--- src/rtl/pwm_ramp_ctrl.sv ---
// Bus-mapped duty sequencer for NumChannels PWM channels; duties change only at period wraps.
// Define PWM_RAMP_CTRL_RAMP_EN for rate-limited ramping; otherwise duties jump to target at each wrap.
module pwm_ramp_ctrl #(
   parameter int unsigned NumChannels = 4,
   parameter int unsigned CtrSize     = 8,
   parameter int unsigned RateSize    = 8
) (
   input  logic                           clk_sys_i,
   input  logic                           rst_sys_ni,
   input  logic                           device_req_i,
   input  logic [31:0]                    device_addr_i,
   input  logic                           device_we_i,
   input  logic [3:0]                     device_be_i,
   input  logic [31:0]                    device_wdata_i,
   output logic                           device_rvalid_o,
   output logic [31:0]                    device_rdata_o,
   output logic [NumChannels*CtrSize-1:0] pulse_width_o,
   output logic                           period_wrap_o
);

   logic [CtrSize-1:0]     ctr;
   logic                   wrap;
   logic                   en;
   logic [CtrSize-1:0]     target   [NumChannels];
   logic [CtrSize-1:0]     active_q [NumChannels];
   logic [CtrSize-1:0]     active_d [NumChannels];
   logic [NumChannels-1:0] busy;
   logic [5:0]             widx;
   logic                   wr_en;
   logic [31:0]            rd_val;
   logic                   unused_addr;

   assign widx          = device_addr_i[7:2];
   assign unused_addr   = ^{device_addr_i[31:8], device_addr_i[1:0]};
   assign wr_en         = device_req_i & device_we_i;
   assign wrap          = &ctr;
   assign period_wrap_o = wrap;

   function automatic logic [31:0] merge_be(input logic [31:0] old, input logic [31:0] wd,
                                            input logic [3:0] be);
      logic [31:0] mask;
      mask = {{8{be[3]}}, {8{be[2]}}, {8{be[1]}}, {8{be[0]}}};
      return (old & ~mask) | (wd & mask);
   endfunction

`ifdef PWM_RAMP_CTRL_RAMP_EN
   typedef enum logic [1:0] {S_IDLE, S_WAIT, S_STEP} ramp_state_e;
   ramp_state_e         state_q [NumChannels];
   ramp_state_e         state_d [NumChannels];
   logic [RateSize-1:0] rate    [NumChannels];
   logic [RateSize-1:0] presc_q [NumChannels];
   logic [RateSize-1:0] presc_d [NumChannels];
`else
   logic [RateSize-1:0] unused_rate;
   assign unused_rate = '0;
`endif

   always_ff @(posedge clk_sys_i or negedge rst_sys_ni) begin
      if (!rst_sys_ni) ctr <= '0;
      else             ctr <= ctr + CtrSize'(1);
   end

   always_comb begin
      busy = '0;
      for (int i = 0; i < NumChannels; i++) busy[i] = (active_q[i] != target[i]);
   end

   always_comb begin
      rd_val = '0;
      if (widx == 6'd0)      rd_val = {31'd0, en};
      else if (widx == 6'd1) rd_val = 32'(busy);
      for (int i = 0; i < NumChannels; i++) begin
         if (widx == 6'(4 + 2*i)) rd_val = 32'(target[i]);
`ifdef PWM_RAMP_CTRL_RAMP_EN
         if (widx == 6'(5 + 2*i)) rd_val = 32'(rate[i]);
`endif
      end
   end

   // Read data is captured from pre-edge register values, so a same-cycle write never leaks in.
   always_ff @(posedge clk_sys_i or negedge rst_sys_ni) begin
      if (!rst_sys_ni) begin
         en              <= 1'b0;
         device_rvalid_o <= 1'b0;
         device_rdata_o  <= '0;
         for (int i = 0; i < NumChannels; i++) begin
            target[i] <= '0;
`ifdef PWM_RAMP_CTRL_RAMP_EN
            rate[i]   <= '0;
`endif
         end
      end else begin
         device_rvalid_o <= device_req_i;
         device_rdata_o  <= (device_req_i && !device_we_i) ? rd_val : '0;
         if (wr_en) begin
            if (widx == 6'd0 && device_be_i[0]) en <= device_wdata_i[0];
            for (int i = 0; i < NumChannels; i++) begin
               if (widx == 6'(4 + 2*i))
                  target[i] <= CtrSize'(merge_be(32'(target[i]), device_wdata_i, device_be_i));
`ifdef PWM_RAMP_CTRL_RAMP_EN
               if (widx == 6'(5 + 2*i))
                  rate[i] <= RateSize'(merge_be(32'(rate[i]), device_wdata_i, device_be_i));
`endif
            end
         end
      end
   end

`ifdef PWM_RAMP_CTRL_RAMP_EN
   always_comb begin
      for (int i = 0; i < NumChannels; i++) begin
         active_d[i] = active_q[i];
         state_d[i]  = state_q[i];
         presc_d[i]  = presc_q[i];
         if (!en) begin
            active_d[i] = '0;
            state_d[i]  = S_IDLE;
         end else if (wrap) begin
            case (state_q[i])
               S_IDLE: if (busy[i]) begin
                  presc_d[i] = rate[i];
                  state_d[i] = S_WAIT;
               end
               S_WAIT: if (presc_q[i] == '0) state_d[i] = S_STEP;
                       else                  presc_d[i] = presc_q[i] - RateSize'(1);
               default: state_d[i] = S_IDLE;
            endcase
            // STEP acts in the same wrap it is reached: RATE=0 yields one step per period.
            if (state_d[i] == S_STEP) begin
               if (active_q[i] < target[i])      active_d[i] = active_q[i] + CtrSize'(1);
               else if (active_q[i] > target[i]) active_d[i] = active_q[i] - CtrSize'(1);
               if (active_d[i] == target[i]) begin
                  state_d[i] = S_IDLE;
               end else begin
                  state_d[i] = S_WAIT;
                  presc_d[i] = rate[i];
               end
            end
         end
      end
   end

   always_ff @(posedge clk_sys_i or negedge rst_sys_ni) begin
      if (!rst_sys_ni) begin
         for (int i = 0; i < NumChannels; i++) begin
            active_q[i] <= '0;
            state_q[i]  <= S_IDLE;
            presc_q[i]  <= '0;
         end
      end else begin
         for (int i = 0; i < NumChannels; i++) begin
            active_q[i] <= active_d[i];
            state_q[i]  <= state_d[i];
            presc_q[i]  <= presc_d[i];
         end
      end
   end
`else
   always_comb begin
      for (int i = 0; i < NumChannels; i++) begin
         active_d[i] = active_q[i];
         if (!en)       active_d[i] = '0;
         else if (wrap) active_d[i] = target[i];
      end
   end

   always_ff @(posedge clk_sys_i or negedge rst_sys_ni) begin
      if (!rst_sys_ni) begin
         for (int i = 0; i < NumChannels; i++) active_q[i] <= '0;
      end else begin
         for (int i = 0; i < NumChannels; i++) active_q[i] <= active_d[i];
      end
   end
`endif

   // Gating with en makes the output drop the cycle right after EN is cleared.
   always_comb begin
      pulse_width_o = '0;
      for (int i = 0; i < NumChannels; i++)
         pulse_width_o[i*CtrSize +: CtrSize] = en ? active_q[i] : '0;
   end

endmodule
--- config.mk ---
export PLATFORM = sky130hd
export DESIGN_NAME = pwm_ramp_ctrl
export DESIGN_NICKNAME = d
export VERILOG_FILES = /design/src/rtl/pwm_ramp_ctrl.sv
export SDC_FILE = /design/constraint.sdc
export NUM_CORES = 1
export LEC_CHECK = 0
export ABC_AREA = 0
export CORE_ASPECT_RATIO = 0.9
export CORE_MARGIN = 2
export CORE_UTILIZATION = 50
export CTS_CLUSTER_DIAMETER = 150
export DETAILED_ROUTE_END_ITERATION = 10
export HOLD_SLACK_MARGIN = 0.06
export MAX_ROUTING_LAYER = met4
export PLACE_DENSITY = 0.93
export SYNTH_ARGS = -nofsm -noshare
export SYNTH_HDL_FRONTEND = slang
export SYNTH_SLANG_ARGS = --single-unit
--- constraint.sdc ---
create_clock -name clk_sys_i -period 3.3 [get_ports clk_sys_i]
set_clock_uncertainty 0.15 [all_clocks]
set_input_delay 0.33 -clock clk_sys_i [delete_from_list [all_inputs] [get_ports clk_sys_i]]
set_output_delay 0.33 -clock clk_sys_i [all_outputs]
set_load 0.01 [all_outputs]
==> summary.md, run 1 <==
| Metric | Value |
|---|---|
| EDFF count, synth | 0 |
| Post-Synthesis Cell Area | 0.00427 mm2 |
| DP HPWL | 6670 um |
| Critical Path Source Type | flop |
| Setup violations, final | 0 |
| Aggregate negative setup slack | 0 ps |
| Crit-path max FO | 3 |
| FMAX | 395 MHz |
| WHS | 300 ps |
| GP Congestion | 0.928 |
| Dominant synthesized flop cell | dfrtp_1 |
| Initial core utilization | 52.2% |
| GRT Residual Overflow | 0 |
| Sequential element share of the synthesized area | 48.0% |
| # rows | 31 |
| Cells after Synth | 409 |
| Die Height | 91.7 um |
| # H-tree levels | 3 |
| Period utilization | 76.8% |
| Path category of the worst min-delay check | reg2reg |
| VDD IR-drop max | 0.212 mV |
| Die X | 101 um |
| Yosys warning count | 0 |
| Final min period | 2530 ps |
| CTS tree | yes |
| FFs w/ async S/R, synth | 100% |
| Ports | 138 |
| Clock latency on the worst-skew pair | 350 ps |
| CTS resizes | 0 |
| Final ANT Viol Nets | 0 |
| Outcome | finished clean |
| Setup bufs post-CTS | 0 |
| Pwr Density | 384 mW/mm2 |
| Root Buffer | clkbuf_8 |
| Synth Area per Inst | 10.5 um2 |
| Port buffer count | 60 |
| Clk slew on worst S/H paths | 80 ps |
| Vias | 3,122 |
| Synthesized flop and latch total | 82 |
| CTS Hold Buffers Added | 1 |
| DRC violation count after routing | 0 |
| Worst slew margin | 32.1% |
| Initial DRC count | 195 |
| # clock sinks | 82 |
| Layout cells sized above 1 | 13.0% |
| Layout net count | 538 |
| Path type of the worst setup path | reg2out |
| Drt wl/cell | 16.1 um |
| Core area | 0.00818 mm2 |
| Netlist cell types | 42 |
| Die area | 0.00930 mm2 |
| DR pass1 iterations | 5 |
| Number of max-cap violations | 0 |
| Initial antenna violation count | 0 |
| Crit path DAT | 2050 ps |
| CTS Buf Count | 9 |
| CP Capture Type | primary output |
| Vias in the first global route | 3,079 |
| P&R area growth vs syn | 18.9% |
| Unrepaired setup endpoints after global routing | no |
| Final number of hold-violating endpoints | 0 |
| Clock buffer depth | 2 |
| GR Util All Layers | 22.2% |
| # diodes | 0 |
| Worst slew pin tran | 1020 ps |
| DRT Wirelength | 9390 um |
| First-pass GRT wire length | 15,600 um |
| Slew Limit Fails | 0 |
| Worst Path Required | 2820 ps |
| Vias/cell | 5.34 |
| Largest net degree at the start of global routing | 83 |
| P_leak | 2.09 nW |
-- stage by stage --
stage	std cells	worst slack (ps)	power [mW]	utilization [%]	instance area (um2)
floorplan	432	1390	1.17	-	4360
global placement	568	580	1.22	59.5	4870
detailed placement	568	562	1.22	59.5	4870
CTS	585	738	1.96	62.1	5080
global route	585	658	2.03	62.1	5080
finish	585	766	1.95	62.1	5080
-- per-layer routing --
metal  up-vias  track usage (%)  routed length [um]
li1       1455                -                   -
met1      1527             32.0                4370
met2       131             31.6                4300
met3         9             4.27                 634
met4         0             7.43                  91
met5         -                -                   0
-- worst max-delay path, stage by stage, from the launching register on --
cell,delay [ps]
dfrtp_1,370
ha_1,220
nand3_1,120
or3_1,380
inv_1,90
clkdlybuf4s50_1,530
-- final timing paths --
check | from | depth (start not counted) | slack [ps] | to
hold / removal | ctr[0] | 1 | 300 | ctr[0]
max in group asynchronous | rst_sys_ni | 2 | 1800 | async pin
setup / recovery | ctr[0] | 5 | 770 | period_wrap_o
hold reg to reg | ctr[0] | 1 | 300 | ctr[0]
setup reg to reg | ctr[0] | 7 | 1280 | active_q[2]
min in group asynchronous | rst_sys_ni | 2 | 550 | active_q[8]
-- placed cells by master, fill, tap and decap left out, types with 3 or more instances in the layout --
master and n:
mux2i_1 3, a21boi_1 5, dfrtp_1 82, o221ai_1 3
clkdlybuf4s50_1 59, nand3_1 6, a211oi_1 3, conb_1 24
nand4_1 8, mux2_2 33, nand2_1 67, a21boi_0 28
xor2_1 3, buf_4 5, xnor2_1 36, a221oi_1 7
nor3_1 4, nor2_1 10, clkbuf_8 11, and2_1 32
o21ai_0 7
-- report_power, final --
part	switching [mW]	internal, mW
sequential	0.0270	1.02
clock	0.355	0.390
combinational	0.0863	0.0668
-- cell families after synthesis --
kind of cell               count (synthesis)  synth area share, %
AOI/OAI and AO/OA                         57                 9.75
muxes                                     36                 9.40
xor gates and xnor gates                  39                 7.99
adders and majority gates                  1                0.293
DFF                                       82                 48.0
buffers and inverters                     45                 6.38
and+or+nand+nor                          148                 18.1
other                                      1               0.0877
-- Yosys cell counts, types with 2 or more instances --
library cell / instances / share of area, %
a211oi_1: 3 / 0.53
a21boi_0: 28 / 4.9
a21boi_1: 5 / 0.88
a21oi_1: 2 / 0.23
a221oi_1: 7 / 1.4
and2_1: 32 / 4.7
and3_1: 2 / 0.29
buf_2: 5 / 0.59
buf_4: 24 / 4.2
clkbuf_1: 13 / 1.1
dfrtp_1: 82 / 48
inv_1: 2 / 0.18
mux2_2: 33 / 8.7
mux2i_1: 3 / 0.70
nand2_1: 67 / 5.9
nand2_2: 2 / 0.29
nand2b_1: 2 / 0.29
nand3_1: 6 / 0.70
nand4_1: 8 / 1.2
nor2_1: 10 / 0.88
nor3_1: 4 / 0.47
nor3_4: 2 / 0.76
nor4_1: 2 / 0.29
o21ai_0: 7 / 0.82
o221ai_1: 3 / 0.61
or3_1: 2 / 0.29
xnor2_1: 36 / 7.4
xor2_1: 3 / 0.61
-- final cells by class --
type,instances,area [um2]
well taps,115,144
repair buffers,65,638
flip-flops and latches,82,2050
fillers,674,3100
clock inverters,4,50.0
clock buffers,12,155
multi-input cells,305,2040
inverters,2,7.51
Power figures use the tool's default switching activity.
==> run 2: changes to the inputs <==
- CORE_UTILIZATION: 50 -> 47
- PLACE_DENSITY: 0.93 -> 0.88
- clock period: 3.3 -> 2.4 ns (I/O delays scaled with it)
==> run 2 against run 1 <==
Effect of this change: register-to-register slack lost 900 ps; sequential share of layout area fell by 0.93 points; combinational power increased by 49%.
==> summary.md, run 2 (same netlist as run 1, synthesis figures left out) <==
| Metric | Value |
|---|---|
| Outcome | finished clean |
| VDD IR-drop max | 0.342 mV |
| CTS tree | yes |
| Final number of hold-violating endpoints | 0 |
| Die Height | 94.5 um |
| Worst slew pin tran | 544 ps |
| Slew Limit Fails | 0 |
| DRT Wirelength | 9810 um |
| Power, Total | 2.65 mW |
| Worst Path Required | 2010 ps |
| Crit path DAT | 1780 ps |
| Commonest non-fill, non-tap cell in the layout | dfrtp_1 |
| CTS Buf Count | 9 |
| # clock sinks | 82 |
| Number of max-cap violations | 0 |
| GR Util All Layers | 21.4% |
| Bufs and invs on worst path | 2 |
| P_leak | 2.17 nW |
| Storage cell area | 0.00205 mm2 |
| Critical Path Source Type | flop |
| Root Buffer | clkbuf_8 |
| Vias in the first global route | 3,134 |
| # H-tree levels | 3 |
| Clk slew on worst S/H paths | 90 ps |
| Multi-input gate area | 0.00204 mm2 |
| Aggregate negative setup slack | 0 ps |
| WHS | 259 ps |
| Largest net degree at the start of global routing | 43 |
| Unrepaired setup endpoints after global routing | no |
| GRT Residual Overflow | 0 |
| Path category of the worst min-delay check | in2async |
| Port buffer count | 60 |
| Combinational Power Share | 8.6% |
| Final min period | 2170 ps |
| Reg power frac | 54.7% |
| Layout net count | 554 |
| Clk network pwr share | 36.7% |
| P&R area growth vs syn | 21.7% |
| Path type of the worst setup path | reg2out |
| Clock latency on the worst-skew pair | 360 ps |
| DR pass1 iterations | 5 |
| # diodes | 0 |
| Final ANT Viol Nets | 0 |
| Crit-path leading delay family | simple AND/OR/NAND/NOR gates |
| Period utilization | 90.3% |
| Switching Share | 24.7% |
| Ports | 138 |
| Most frequent cells in the layout | 82 x dfrtp_1, 67 x nand2_1, 58 x clkdlybuf4s50_1, 36 x xnor2_1, 33 x mux2_2 |
| CP Capture Type | primary output |
| First-pass GRT wire length | 15,900 um |
| Initial core utilization | 49.2% |
| Layout cells sized above 1 | 15.8% |
| DP HPWL | 7200 um |
| Vias/cell | 5.22 |
| DRC violation count after routing | 0 |
| CP peak stage delay | 380 ps |
| FMAX | 461 MHz |
| Crit-path cells | ha_2 > nand3_1 > or3_1 > inv_1 > dlygate4sd2_1 |
| GP Congestion | 0.899 |
| Core area | 0.00869 mm2 |
| Slowest cell on the critical path | dfrtp_1 |
| Die X | 105 um |
| # rows | 32 |
| Setup bufs post-CTS | 0 |
| P_sw | 0.654 mW |
| Initial antenna violation count | 0 |
| Crit-path max FO | 3 |
| Drt wl/cell | 16.2 um |
| Internal power | 1.99 mW |
| Vias | 3,159 |
| Clock buffer depth | 2 |
| Worst slew margin | 63.7% |
| Setup violations, final | 0 |
| Die area | 0.00987 mm2 |
| Initial DRC count | 204 |
| Fill count | 720 |
| Pwr Density | 508 mW/mm2 |
run 2: path summary, 6_finish.rpt:
check                                     to    startpoint  slack [ps]  depth (start not counted)
max                            period_wrap_o        ctr[0]         230                          5
min                        device_rdata_o[7]    rst_sys_ni         260                          2
max reg2reg                     active_q[10]        ctr[0]         380                          7
min reg2reg                           ctr[0]        ctr[0]         310                          1
max in group asynchronous          async pin    rst_sys_ni        1220                          3
min in group clk_sys_i       device_rvalid_o  device_req_i         260                          1
run 2: per-layer routing:
metal	track usage [%]	wire [um]
met5	-	0
met4	7.21	119
met3	5.24	818
met2	31.9	4490
met1	28.9	4380
run 2: power groups by stage:
stage          Sequential [mW]  Combinational, mW  Clock (mW)
6_report                  1.45              0.228       0.971
5_1_grt                   1.45              0.252        1.05
4_1_cts                   1.44              0.229       0.988
3_5_place_dp              1.47              0.226           0
3_3_place_gp              1.47              0.221           0
2_1_floorplan             1.46              0.149           0
run 2: final cells by class:
| type | instances | area share, % |
|---|---|---|
| Timing Repair Buffer | 81 | 14.8 |
| Clock buffer | 11 | 2.53 |
| Multi-Input combinational cell | 305 | 39.2 |
| Clock inverter | 5 | 1.06 |
| Tap cell | 119 | 2.86 |
| Inverter | 2 | 0.144 |
| Sequential cell | 82 | 39.4 |
run 2: metrics by stage:
step	utilization (%)	instance area, um2	cells	worst slack (ps)
floorplan	-	4360	432	539
global placement	57.6	5000	588	38.4
detailed placement	57.6	5000	588	18.8
CTS	59.9	5200	605	231
global route	59.9	5200	605	110
finish	59.9	5200	605	233
run 2: repair_timing:
action / 4_1_cts / 5_1_grt
endpoints found under the hold margin: 40 / 0
setup endpoints to repair: 1 / 0
hold buffers: 1 / 0
resized for setup: 2 / 0
